### src/rtl/mu0_run_controller.sv
// mu0_run_controller
// This block owns the MU0 memory bus for one CPU run. It holds the CPU in
// reset, writes the program image into memory, resets the CPU for one cycle,
// then hands the bus to the CPU. It finishes when the CPU halts (done) or
// when the run-cycle budget is used up (error).
module mu0_run_controller #(
    parameter int unsigned MAX_CYCLES = 1000
) (
    input  logic        clk_i,
    input  logic        rst_ni,
    input  logic        start_i,
    input  logic        load_valid_i,
    output logic        load_ready_o,
    input  logic [15:0] load_data_i,
    input  logic        load_last_i,
    output logic        cpu_rst_o,
    input  logic        cpu_running_i,
    input  logic [11:0] cpu_address_i,
    input  logic        cpu_read_i,
    input  logic        cpu_write_i,
    input  logic [15:0] cpu_writedata_i,
    output logic [15:0] cpu_readdata_o,
    output logic [11:0] mem_address_o,
    output logic        mem_read_o,
    output logic        mem_write_o,
    output logic [15:0] mem_writedata_o,
    input  logic [15:0] mem_readdata_i,
    output logic        busy_o,
    output logic        done_o,
    output logic        error_o,
    output logic [12:0] words_loaded_o,
    output logic [31:0] cycles_o
);

    typedef enum logic [2:0] {
        S_IDLE,
        S_LOAD,
        S_RESET_CPU,
        S_RUN,
        S_DONE,
        S_ERROR
    } state_e;

    localparam logic [31:0] MAX_C     = 32'(MAX_CYCLES);
    localparam logic [12:0] LAST_ADDR = 13'd4095;

    state_e      state_q, state_d;
    logic [12:0] words_q, words_d;
    logic [31:0] cycles_q, cycles_d;
    logic        load_ready_q;
    logic        cpu_rst_q;
    logic        busy_q;
    logic        done_q;
    logic        error_q;
    logic        run_q;
    logic        load_fire;

    // The write happens in the same cycle that the handshake completes.
    // load_ready_q is a register, so there is no path from load_valid to load_ready.
    assign load_fire = load_ready_q && load_valid_i;

    // Next-state and counter update. The word count also serves as the load
    // address. Neither counter can wrap, because the FSM leaves the state
    // before the limit would be passed.
    always_comb begin
        state_d  = state_q;
        words_d  = words_q;
        cycles_d = cycles_q;
        case (state_q)
            S_IDLE, S_DONE, S_ERROR: begin
                if (start_i) begin
                    state_d  = S_LOAD;
                    words_d  = '0;
                    cycles_d = '0;
                end
            end
            S_LOAD: begin
                if (load_valid_i) begin
                    words_d = words_q + 13'd1;
                    // A write to 0xFFF fills the image, so it counts as the last word.
                    if (load_last_i || (words_q == LAST_ADDR)) begin
                        state_d = S_RESET_CPU;
                    end
                end
            end
            S_RESET_CPU: begin
                state_d = S_RUN;
            end
            S_RUN: begin
                if (cpu_running_i) begin
                    cycles_d = cycles_q + 32'd1;
                    if ((cycles_q + 32'd1) == MAX_C) begin
                        state_d = S_ERROR;
                    end
                end else begin
                    state_d = S_DONE;
                end
            end
            default: begin
                state_d = S_IDLE;
            end
        endcase
    end

    // State, counters and the registered flags. The flags are decoded from
    // the next state, so they change on the same edge as the state.
    always_ff @(posedge clk_i or negedge rst_ni) begin
        if (!rst_ni) begin
            state_q      <= S_IDLE;
            words_q      <= '0;
            cycles_q     <= '0;
            load_ready_q <= 1'b0;
            cpu_rst_q    <= 1'b1;
            busy_q       <= 1'b0;
            done_q       <= 1'b0;
            error_q      <= 1'b0;
            run_q        <= 1'b0;
        end else begin
            state_q      <= state_d;
            words_q      <= words_d;
            cycles_q     <= cycles_d;
            load_ready_q <= (state_d == S_LOAD);
            cpu_rst_q    <= (state_d == S_IDLE) || (state_d == S_LOAD) ||
                            (state_d == S_RESET_CPU);
            busy_q       <= (state_d == S_LOAD) || (state_d == S_RESET_CPU) ||
                            (state_d == S_RUN);
            done_q       <= (state_d == S_DONE);
            error_q      <= (state_d == S_ERROR);
            run_q        <= (state_d == S_RUN);
        end
    end

    // Memory bus mux. In RUN the CPU drives the bus directly.
    // In every other state the controller drives it, and the only access
    // it makes is a LOAD write. An asynchronous reset clears run_q, which
    // cuts the CPU off the bus at once.
    always_comb begin
        mem_address_o   = words_q[11:0];
        mem_read_o      = 1'b0;
        mem_write_o     = load_fire;
        mem_writedata_o = load_ready_q ? load_data_i : 16'h0000;
        if (run_q) begin
            mem_address_o   = cpu_address_i;
            mem_read_o      = cpu_read_i;
            mem_write_o     = cpu_write_i;
            mem_writedata_o = cpu_writedata_i;
        end
    end

    assign cpu_readdata_o = mem_readdata_i;
    assign load_ready_o   = load_ready_q;
    assign cpu_rst_o      = cpu_rst_q;
    assign busy_o         = busy_q;
    assign done_o         = done_q;
    assign error_o        = error_q;
    assign words_loaded_o = words_q;
    assign cycles_o       = cycles_q;

endmodule

### config.mk
export PLATFORM = sky130hd
export DESIGN_NAME = mu0_run_controller
export DESIGN_NICKNAME = d
export VERILOG_FILES = /design/src/rtl/mu0_run_controller.sv
export SDC_FILE = /design/constraint.sdc
export NUM_CORES = 1
export LEC_CHECK = 0
export BUFFER_PORTS_ARGS = -buffer_cell sky130_fd_sc_hd__buf_2
export CAP_MARGIN = 10
export CELL_PAD_IN_SITES_DETAIL_PLACEMENT = 1
export CELL_PAD_IN_SITES_GLOBAL_PLACEMENT = 2
export CORE_ASPECT_RATIO = 1.1
export CORE_MARGIN = 5
export CORE_UTILIZATION = 26
export CTS_CLUSTER_DIAMETER = 120
export DETAILED_ROUTE_END_ITERATION = 16
export PLACE_DENSITY = 0.87
export SETUP_SLACK_MARGIN = 0.15
export SYNTH_ARGS = -nofsm -noshare
export SYNTH_HDL_FRONTEND = slang
export SYNTH_SLANG_ARGS = --single-unit
### constraint.sdc
create_clock -name clk_i -period 3.1 [get_ports clk_i]
set_input_delay 0.62 -clock clk_i [delete_from_list [all_inputs] [get_ports clk_i]]
set_output_delay 0.62 -clock clk_i [all_outputs]
set_load 0.02 [all_outputs]
=== Word-level counts from Yosys, hierarchy flattened ===
Cells that the tools add are included.

* Register bits: 54
* Input port bits: 68
* Output and inout bits: 96
* Logic and storage cells: 56

* Add/sub/neg operators: 2
* Eq/ne operators: 15
* Muxes and demuxes: 17
* Reduce and logical (&&, ||, !) cells: 13

{| class="wikitable"
|+ Operator list
! cell !! number
|-
| $mux 32 || 2
|-
| $pmux 32 s2 || 1
|-
| $add 32x1->32 const B || 1
|-
| $eq 32x10->1 const B || 1
|-
| $mux 16 || 2
|-
| $mux 13 || 2
|-
| $pmux 13 s2 || 1
|-
| $mux 3 || 5
|-
| $add 13x1->13 const B || 1
|-
| $eq 13x12->1 const B || 1
|-
| $eq 3x2->1 const B || 4
|-
| $eq 3x3->1 const B || 4
|-
| $mux 12 || 1
|-
| $pmux 3 s4 || 1
|-
| $eq 3x1->1 const B || 2
|-
| $logic_not 3->1 || 2
|-
| $ne 2x2->1 const B || 3
|-
| $reduce_and 3->1 || 2
|-
| $logic_or 1x1->1 || 5
|-
| $reduce_bool 2->1 || 2
|-
| $reduce_or 3->1 || 1
|-
| $mux 1 || 2
|-
| $logic_and 1x1->1 || 1
|}

=== Depth between registers and ports, before layout ===
* Depth in word-level cells: 8
* Gate-level depth with buffers: 9
* Gate-level depth less buffers: 8

=== Least setup slack after synthesis ===
Ideal clock, no wire load.

* Kind: register to register
* Start: reg cycles_q[0] (netlist: cycles_o[0])
* End: reg state_q[2]
* Setup time: 0.120 ns
* Arrival: 2.571 ns
* Setup slack: 0.410 ns
* Stages on the path, launching flop included: 10
* Path buffers: 1
* Path through: dfrtp_1 > ha_1 > clkbuf_1 > nand2_1 > or4_4 > nor4_2 > mux2i_1 > a31o_1 > a31o_2 > a31o_1

* Word-level cells in the longest chain between the ends: 5

{| class="wikitable"
|+ RTL lines
! element !! line !! text
|-
| from (decl) || 49 || <nowiki>logic [31:0] cycles_q, cycles_d;</nowiki>
|-
| from (signal assigned) || 121 || <nowiki>cycles_q <= cycles_d;</nowiki>
|-
| $add 32x1->32 || 92 || <nowiki>if ((cycles_q + 32'd1) == MAX_C) begin</nowiki>
|-
| $eq 32x10->1 || 92 ||
|-
| $mux 3 || 92 ||
|-
| $mux 3 || 90 || <nowiki>if (cpu_running_i) begin</nowiki>
|-
| $pmux 3 s4 || 69 || <nowiki>case (state_q)</nowiki>
|-
| named net state_d[2] || 47 || <nowiki>state_e state_q, state_d;</nowiki>
|-
| to (signal assigned) || 119 || <nowiki>state_q <= state_d;</nowiki>
|-
| to (decl) || 47 ||
|}

The timed path passes the listed nets, and every way through them passes these cells.
A chain may end at the register's enable or synchronous reset.

=== Worst setup path after layout ===
* Start: reg cycles_q[2] (netlist: cycles_o[2])
* End: reg busy_q (netlist: busy_o)

* Word-level cells in the longest chain between the ends: 8

{| class="wikitable"
|+ RTL lines
! element !! line !! text
|-
| $add 32x1->32 (*) || 92 ||
|-
| $eq 32x10->1 (*) || 92 ||
|-
| $mux 3 (*) || 92 ||
|-
| $mux 3 (*) || 90 ||
|-
| $pmux 3 s4 (*) || 69 ||
|-
| $eq 3x1->1 / $eq 3x2->1 (equally long branches) || 125 || <nowiki>busy_q <= (state_d == S_LOAD) || (state_d == S_RESET_CPU) ||</nowiki>
|-
| $logic_or 1x1->1 || 125 ||
|-
| $logic_or 1x1->1 (*) || 125 ||
|-
| to (signal assigned) || 125 ||
|-
| to (decl) || 52 || <nowiki>logic busy_q;</nowiki>
|}

Mark *: on every way between the ends. The rest lies on a longest branch, timed or not.

==> results.py <==
metrics = {
    "status": {
        "outcome": "finished clean",
    },
    "placement": {
        "place_ws_ns": 0.183,
        "place_area_sq_um": 4460,
        "port_buffers": 131,
        "dp_hpwl_mm": 9.83,
        "gp_congestion": 0.874,
    },
    "synthesis": {
        "synth_mux_area_share_pct": 3.86,
        "synth_seq_cells": 54,
        "synthFlopType": "dfrtp_1",
        "synth-xor-area-share_pct": 4.93,
        "synth_area_leaders": "dfrtp_1, o21ai_0, nand2_1",
        "yosysTopAreaCellShare_pct": 35.5,
        "synthAdderAreaFrac_pct": 0.671,
        "yosysUniqueCellTypes": 50,
        "async_flop_share_pct": 100,
        "syn_area_sq_um": 3730,
        "synth_edf_count": 0,
        "syn_nets": 520,
        "synth_compound_area_share_pct": 21.7,
        "seq_area_frac_synth_pct": 36.3,
        "yosysTopAreaCell": "dfrtp_1",
        "avgSynthCellArea_sq_um": 8.29,
        "synth_most_common_cell": "dfrtp_1",
        "synth-simple-area-share_pct": 24.7,
        "synth_top_family_by_area": "simple AND/OR/NAND/NOR gates",
        "synthTopCellsByCount": "dfrtp_1, o21ai_0, nand2_1, nor2_1, clkbuf_1",
        "yosys_warnings": 0,
        "netlist_instances": 450,
    },
    "grt": {
        "first_global_vias": 4005,
        "grt_max_degree": 55,
        "grt_usage_pct": 15.2,
        "grt_pass1_wl_mm": 21.3,
        "antenna_found_initial": 0,
        "overflow": 0,
    },
    "floorplan": {
        "io_pins": 164,
        "core_area_sq_um": 14300,
        "die-height_microns": 136,
        "die_w_microns": 124,
        "dieArea_sq_um": 16800,
        "std_cell_rows": 46,
        "initial_core_util_pct": 26.1,
    },
    "setup_path": {
        "crit_type": "register to register",
        "rrSetupSlack_ns": 0.32,
        "required_ns": 3.27,
        "crit_buf_inv": 0,
        "cp_data_arrival_time_ns": 2.95,
        "cp_cell_sequence": "nand4_2, or4_1, nor3_1, o22ai_1, a2111oi_2, a31o_2, a31oi_1",
        "worstSetupStartpointType": "register",
        "cp-end-kind": "register",
        "cp_slowest_cell": "or4_1",
        "crit_path_max_incr_delay_ns": 0.73,
        "critPathMaxFanout": 11,
        "crit_family": "simple AND/OR/NAND/NOR gates",
    },
    "final_layout": {
        "area_delta_synth_final_pct": 23.7,
        "antennaDiodeCount": 0,
        "final_cell_area_sq_um": 4620,
        "fillers": 1766,
        "fin_nets": 622,
        "layout-drive-gt1-share_pct": 31.6,
    },
    "sta": {
        "fin_worst_skew_ns": 0.00570,
        "period_minus_slack_ns": 2.78,
        "fin_setup_tns_ns": 0,
        "setup_violations": 0,
        "finalCritPeriodShare_pct": 89.8,
        "rsz0062_at_grt": "no",
        "max_slew_margin_pct": 45.4,
        "worst_pin_slew_ns": 0.816,
        "setup_ws_ns": 0.316,
        "max_freq_mhz": 359,
        "slew_viol_final": 0,
        "hold_viol": 0,
    },
    "route": {
        "drtIter0Drc": 194,
        "route.detailed.drc": 0,
        "routedWlPerCell_microns": 17.3,
        "postRouteAntennaNets": 0,
        "routed_wl_mm": 12.9,
        "vias": 3855,
        "vias_per_cell": 5.17,
        "drtPass1Iterations": 4,
    },
    "power_and_ir_drop": {
        "total_power_mw": 2.70,
        "ir_drop_v": 0.000245,
        "power_leakage_nw": 2.17,
        "powerDensity_nw_per_um2": 585,
    },
    "cts": {
        "cts_buffer_depth": 2,
        "cts_root_buf": "clkbuf_16",
        "worstSkewPairLatency_ns": 0.30,
        "clkSinkCount": 54,
        "cts-buffers-inserted": 5,
        "htree_levels": 2,
        "cts_tree": "built",
        "clkTransAtPathRegs_ns": 0.08,
    },
    "hold_path": {
        "hp-class": "primary input to asynchronous set/reset pin",
    },
    "job": {
        "drv_cap": 0,
    },
}
logic make-up (layout without fill, tap and decap cells):
group | count (synthesis) | in the layout
buf+inv | 57 | 160
fa+ha+maj | 2 | 2
compound gates | 127 | 127
xor+xnor | 21 | 21
simple gates | 176 | 176
flops | 54 | 54
mux | 13 | 13
sequential cells by signal (all words and copies together), names as in the netlist:
signal,count
run_q,1
words_loaded_o,13
load_ready_o,1
state_q,3
busy_o,1
error_o,1
cycles_o,32
done_o,1
cpu_rst_o,1
where the power goes:
| part | total, mW | internal, mW | switching (mW) |
|---|---|---|---|
| registers | 0.877 | 0.778 | 0.0990 |
| clock network | 0.608 | 0.311 | 0.297 |
| logic | 1.22 | 0.437 | 0.782 |
| total | 2.70 | 1.53 | 1.18 |
layout by cell type, fill, tap and decap left out, types with 8 or more instances in the layout:
master     n
buf_2    131
dfrtp_1   53
o21ai_0   52
nand2_1   46
nor2_1    39
nand4_1   18
nand3_1   18
a21oi_1   17
a22o_1    17
buf_4     13
xnor2_1   12
mux2_2    11
o31ai_1   10
xor2_1     9
a31oi_1    9
inv_1      8
final cells by class:
| type | count | area (sq um) | area share [%] |
|---|---|---|---|
| inverters | 8 | 30.0 | 0.650 |
| well taps | 192 | 240 | 5.20 |
| clock buffers | 5 | 125 | 2.71 |
| clock inverters | 3 | 28.8 | 0.623 |
| multi-input cells | 339 | 2090 | 45.2 |
| flip-flops and latches | 54 | 1350 | 29.3 |
| repair buffers | 144 | 753 | 16.3 |
what timing repair did:
action,4_1_cts,5_1_grt
hold buffers,0,0
gates resized for setup,0,2
endpoints found under the setup margin,0,5
setup buffers,0,0
per-layer routing:
metal	GRT usage (%)	vias up	wire, microns
met3	4.10	16	824
li1	-	1826	-
met2	27.6	136	6610
met5	0	-	0
met1	17.9	1877	5280
met4	3.47	0	179
final timing paths:
kind                              startpoint  cells after the start                 to
hold / removal                        rst_ni                      2       cycles_o[24]
setup reg to reg                 cycles_o[2]                      7             busy_o
max in group asynchronous             rst_ni                      2       cycles_o[17]
min in group clk_i         words_loaded_o[7]                      2  words_loaded_o[7]
setup / recovery                 cycles_o[2]                      7             busy_o
hold reg to reg            words_loaded_o[7]                      2  words_loaded_o[7]
per-stage QoR:
stage               instances  utilization [%]  hold slack (ns)
detailed placement        737             31.2            0.564
floorplan                 450                -            0.324
global placement          737             31.2            0.539
global route              745             32.3            0.550
finish                    745             32.3            0.458
CTS                       745             32.3            0.497
worst reg2reg max path, cell delays in order (launching register included):
cell and delay, ns:
dfrtp_1 0.53, nand4_2 0.25, or4_1 0.73, nor3_1 0.24, o22ai_1 0.13, a2111oi_2 0.41, a31o_2 0.26, a31oi_1 0.10
Power figures use the tool's default switching activity.
